**src/rtl/uart_tx_arbiter.sv**
```systemverilog
// uart_tx_arbiter: round-robin arbiter that feeds bytes from two requesters into one UART transmitter.
// Optional WAIT_DONE watchdog is compiled in when UART_ARB_TIMEOUT_EN is defined.
module uart_tx_arbiter #(
  parameter logic [19:0] TIMEOUT_CYCLES = 20'd1000000
) (
  input  logic       clk,
  input  logic       reset_n,
  input  logic       req0,
  input  logic [7:0] data0,
  input  logic       req1,
  input  logic [7:0] data1,
  output logic       ack0,
  output logic       ack1,
  output logic       tx_send,
  output logic [7:0] tx_data,
  input  logic       tx_active,
  input  logic       tx_done,
  output logic       busy,
  output logic       last_grant,
  output logic       timeout_err
);

  typedef enum logic [1:0] {IDLE, SEND, WAIT_DONE, GAP} state_t;

  state_t     state_reg, state_next;
  logic [7:0] tx_data_reg;
  logic       ack0_reg, ack1_reg, tx_send_reg, last_grant_reg, done_prev_reg;
  logic       grant0, grant1, done_edge, timeout_hit;

  // Completion is a fresh 0->1 on tx_done; a level already high on entry is ignored.
  assign done_edge = tx_done & ~done_prev_reg;

`ifdef UART_ARB_TIMEOUT_EN
  logic [19:0] wd_cnt_reg;
  logic        active_prev_reg, timeout_err_reg, active_rise;

  assign active_rise = tx_active & ~active_prev_reg;
  assign timeout_hit = (state_reg == WAIT_DONE) && !active_rise &&
                       (wd_cnt_reg == TIMEOUT_CYCLES - 20'd1);

  always_ff @(posedge clk or negedge reset_n) begin
    if (!reset_n) begin
      wd_cnt_reg      <= '0;
      active_prev_reg <= 1'b0;
      timeout_err_reg <= 1'b0;
    end else begin
      active_prev_reg <= tx_active;
      timeout_err_reg <= timeout_hit && !done_edge;
      if (state_reg != WAIT_DONE || active_rise || timeout_hit)
        wd_cnt_reg <= '0;
      else
        wd_cnt_reg <= wd_cnt_reg + 20'd1;
    end
  end

  assign timeout_err = timeout_err_reg;
`else
  logic unused_cfg;
  assign unused_cfg  = ^{tx_active, TIMEOUT_CYCLES};
  assign timeout_hit = 1'b0;
  assign timeout_err = 1'b0;
`endif

  always_comb begin
    state_next = state_reg;
    grant0     = 1'b0;
    grant1     = 1'b0;
    case (state_reg)
      IDLE: begin
        // On a tie the requester not served last time wins.
        if (req0 && (!req1 || last_grant_reg)) begin
          grant0     = 1'b1;
          state_next = SEND;
        end else if (req1) begin
          grant1     = 1'b1;
          state_next = SEND;
        end
      end
      SEND:      state_next = WAIT_DONE;
      WAIT_DONE: begin
        if (done_edge)
          state_next = GAP;
        else if (timeout_hit)
          state_next = IDLE;
      end
      GAP:       state_next = IDLE;
      default:   state_next = IDLE;
    endcase
  end

  always_ff @(posedge clk or negedge reset_n) begin
    if (!reset_n) begin
      state_reg      <= IDLE;
      tx_data_reg    <= 8'h00;
      ack0_reg       <= 1'b0;
      ack1_reg       <= 1'b0;
      tx_send_reg    <= 1'b0;
      last_grant_reg <= 1'b1;
      done_prev_reg  <= 1'b0;
    end else begin
      state_reg     <= state_next;
      done_prev_reg <= tx_done;
      ack0_reg      <= grant0;
      ack1_reg      <= grant1;
      // Start pulse lands one cycle after the ack, while the FSM leaves SEND.
      tx_send_reg   <= (state_reg == SEND);
      if (grant0) begin
        tx_data_reg    <= data0;
        last_grant_reg <= 1'b0;
      end else if (grant1) begin
        tx_data_reg    <= data1;
        last_grant_reg <= 1'b1;
      end
    end
  end

  assign ack0       = ack0_reg;
  assign ack1       = ack1_reg;
  assign tx_send    = tx_send_reg;
  assign tx_data    = tx_data_reg;
  assign busy       = (state_reg != IDLE);
  assign last_grant = last_grant_reg;

endmodule

```
**config.mk**
```make
export PLATFORM = sky130hd
export DESIGN_NAME = uart_tx_arbiter
export DESIGN_NICKNAME = d
export VERILOG_FILES = /design/src/rtl/uart_tx_arbiter.sv
export SDC_FILE = /design/constraint.sdc
export NUM_CORES = 1
export LEC_CHECK = 0
export CAP_MARGIN = 20
export CORE_UTILIZATION = 41
export DETAILED_ROUTE_END_ITERATION = 10
export GPL_TIMING_DRIVEN = 0
export PLACE_DENSITY = 0.81
export SLEW_MARGIN = 20
export SYNTH_ARGS = -nofsm -noshare
export SYNTH_HDL_FRONTEND = slang
export SYNTH_SLANG_ARGS = --single-unit
```
**constraint.sdc**
```tcl
create_clock -name clk -period 3 [get_ports clk]
set_input_delay 0.9 -clock clk [delete_from_list [all_inputs] [get_ports clk]]
set_output_delay 0.9 -clock clk [all_outputs]
set_load 0.03 [all_outputs]
```
# After elaboration in Yosys (flattened, before gate mapping)
# Index checks and enable logic that the tools add are counted.
# totals
reg_bits,15
latch_bits,0
mem_bits_rw,0
romBits,0
inputBits,22
output_inout_bits,14
wordCells,34
n_memories,0
# classes
addsub,0
mul,0
n_div,0
n_lt_le_gt_ge,0
n_eq_ne,5
shift,0
muxes,13
n_bitwise,2
reduce_logical,7
# ops
cell,n
2-to-1 mux 8 bit,2
case mux 2 bit (4 select lines),1
2-to-1 mux 1 bit,7
2-to-1 mux 2 bit,3
== test 2 bit (second input constant),2
nonzero test 2 bit,2
!= test 3 bit (second input constant),1
== test 2 x 1 -> 1 bit (second input constant),1
logical NOT 2 bit,1
!= test 2 bit (second input constant),1
AND reduction 2 bit,1
AND 1 bit,1
logical AND 1 bit,1
logical NOT 1 bit,1
logical OR 1 bit,1
NOT 1 bit,1

# Logic depth before layout (Yosys ltp)
# logic_depth
depth_word,7
depth_mapped,5
mapped_depth_nobuf,5

# Least setup slack after synthesis
# OpenSTA, ideal clock, no wires.
# synth_timing
path_type,register to output
start,register state_reg[0]
end,output busy
arrival_time_ps,893
required_time_ps,2100
slack_ps,1207
stages_incl_launch_ff,4
path_buffers,0
path_cell_list,dfrtp_1 -> inv_1 -> ha_1 -> inv_1
# synth_between
elab_chain_len,1
# synth_rtl
element,line,source
"start, declared",25,"state_t state_reg, state_next;"
"start signal, assigned",101,state_reg <= state_next;
nonzero test 2 bit,121,assign busy = (state_reg != IDLE);
"end, declared",18,"output logic busy,"
# Every way passes these cells.

# Final worst setup path
# Same ends and word-level chain as after synthesis.

==> results.yml <==
place:
  pre_cts_ws_ps: 629
  dp_hpwl_um: 1320
  numPortBuffers: 33
  place_congestion: 0.796
final_layout:
  largest_register_ffs: 8
  utilization_pct: 70.0
  finalNetCount: 137
  seq_area_um2: 377
  area_growth_pct: 51.8
  drive_above_1_share_pct: 9.09
  multi_input_area_um2: 319
  fill_cells: 133
  antenna_cells: 0
detailed_routing:
  first_pass_iters: 7
  wl_um: 1870
  via_per_inst: 5.71
  drcViolationCount: 5
  initialDrtViolationCount: 32
  vias: 720
  ant_nets: 0
  wl_per_cell_um: 14.8
floorplan:
  core_um2: 1580
  die_y_um: 44.1
  die-width_um: 44.1
  die-area_um2: 1950
  row_count: 14
  ioPinCount: 36
  initial_core_util_pct: 46.1
logic_synthesis:
  ys_seq_elements: 15
  synth_top_area_share_pct: 48.2
  ys_warn_count: 0
  ys_top_cells_by_area: "dfrtp_1, a31oi_1, a21oi_1"
  postSynthCellCount: 73
  avgSynthCellArea_um2: 9.96
  syn_area_um2: 727
  synth_area_leader_cell: "dfrtp_1"
  synth_nets: 99
  synth-seq-area-share_pct: 51.8
  synth_cell_type_count: 22
critical_path:
  reg2reg_from: "state_reg[0]"
  endpoint_kind: "output port"
  path_class: "flip-flop to output port"
  arrival_ps: 1820
  start_kind: "flip-flop"
  r2r_end: "state_reg[1]"
  rr_worst_depth: 5
  r2r_slack_ps: 1470
  worstPathRequired_ps: 2100
  cp_max_fo: 7
hold_path:
  worstHoldStart: "tx_data[5]"
  hold_end: "tx_data[5]"
  whs_path_depth: 2
  min_path_type: "flip-flop to flip-flop"
clocking:
  clkTransAtPathRegs_ps: 90
  postCtsSetupBuffers: 0
  cts_buffer_depth: 2
  cts.repair.resized: 0
  clk_latency_ps: 280
  htreeDepth: 1
  ctsHoldBuffers: 0
  cts_sinks: 15
  cts_tree: "done"
  cts_made_buffers: 3
  clockRootBuffer: "clkbuf_4"
sta:
  whs_ps: 539
  fmax_ghz: 0.368
  rsz0062_at_grt: "no"
  min_period_ps: 2720
  finClkSkew_ps: 7.17
  finalHoldViolCount: 0
  max-slew-margin-rel_pct: 54.4
  finalWorstSetupSlack_ps: 284
  finalSetupTns_ps: 0
  min_period_over_period_pct: 90.5
  worst_slew_pin_slew_ps: 682
  timing_max_transition_violations_final: 0
  setup_violations: 0
global_routing:
  antenna_found_initial: 0
  overflow: 0
  grt_max_degree: 16
  grt_pass1_vias: 669
  grt_pass1_wl_um: 3060
  grt_use_total_pct: 21.8
status:
  status: "finished, violations left"
  violations: "design-rule violations"
power:
  peakVddDrop_v: 0.000587
  leakage_nw: 0.465
  p_total_mw: 1.11
  power_density_nw_per_um2: 1010
job:
  maxCapViolCount: 0
-- cell type report --
| type | instances | area share, % |
|---|---|---|
| clock buffer | 4 | 2.38 |
| buffer | 3 | 1.47 |
| sequential | 15 | 34.1 |
| tap | 16 | 1.81 |
| multi-input combinational | 51 | 28.9 |
| timing repair buffer | 33 | 29.9 |
| inverter | 4 | 1.36 |
-- critical path, cell delays in order, from the launching register on --
cell and delay, ps:
dfrtp_1 390, inv_1 80, ha_1 270, inv_1 110, clkdlybuf4s50_1 670
-- through the flow --
step	instances	instance area [um^2]
after global routing	126	1100
after floorplan	73	727
final	126	1100
after CTS	126	1100
after global placement	122	1080
after detailed placement	122	1080
-- synthesized netlist by cell type (all sizes together) --
| master | instances |
|---|---|
| nand2 | 1 |
| mux2 | 1 |
| nand2b | 2 |
| inv | 4 |
| dfrtp | 14 |
| conb | 1 |
| o21a | 1 |
| o32a | 1 |
| o21ai | 9 |
| nor2 | 8 |
| a21oi | 11 |
| and2b | 1 |
| clkbuf | 1 |
| nor3b | 1 |
| dfstp | 1 |
| nor3 | 1 |
| ha | 4 |
| buf | 2 |
| a31oi | 9 |
-- where the power goes --
| group | switching (mW) | internal, mW | total [mW] |
|---|---|---|---|
| Sequential | 0.0492 | 0.298 | 0.347 |
| Combinational | 0.367 | 0.285 | 0.651 |
| Clock | 0.0648 | 0.0516 | 0.116 |
| Total | 0.481 | 0.634 | 1.11 |
-- cells by family (layout without fill, tap and decap cells) --
group	Yosys count	in the layout	synth area share [%]
AND/OR/NAND/NOR	14	14	9.81
adder cells (fa/ha/maj)	4	4	6.88
multiplexers	1	1	2.06
AO/OA/AOI/OAI	31	31	24.6
other	1	1	0.516
buffers and inverters	7	44	4.30
flip-flops	15	15	51.8
-- routing by layer --
layer  share of wire [%]  track usage [%]  wire (um)  vias up
met3                  10             4.49        190        2
li1                    -                -          -      334
met1                  43             29.6        801      341
met2                  46             32.6        864       43
met5                   0                0          0        -
met4                0.59             12.1         11        0
-- how the worst max path moves through the flow --
stage                       from   end  slack [ps]  depth (start not counted)
floorplan           state_reg[0]  busy        1210                          3
global placement    state_reg[0]  busy         620                          4
detailed placement  state_reg[1]  busy         630                          4
CTS                 state_reg[0]  busy         280                          4
global route        state_reg[0]  busy         200                          4
finish              state_reg[0]  busy         280                          4
-- cell usage in the layout, fill, tap and decap left out, types with 2 or more instances in the layout --
cell / count
nand2b_1: 2
a31oi_1: 9
o21ai_0: 8
ha_1: 4
clkdlybuf4s50_1: 33
a21oi_1: 10
inv_1: 4
clkbuf_1: 2
clkbuf_4: 3
dfrtp_1: 14
nor2_1: 8
(Power assumes the default switching activity.)
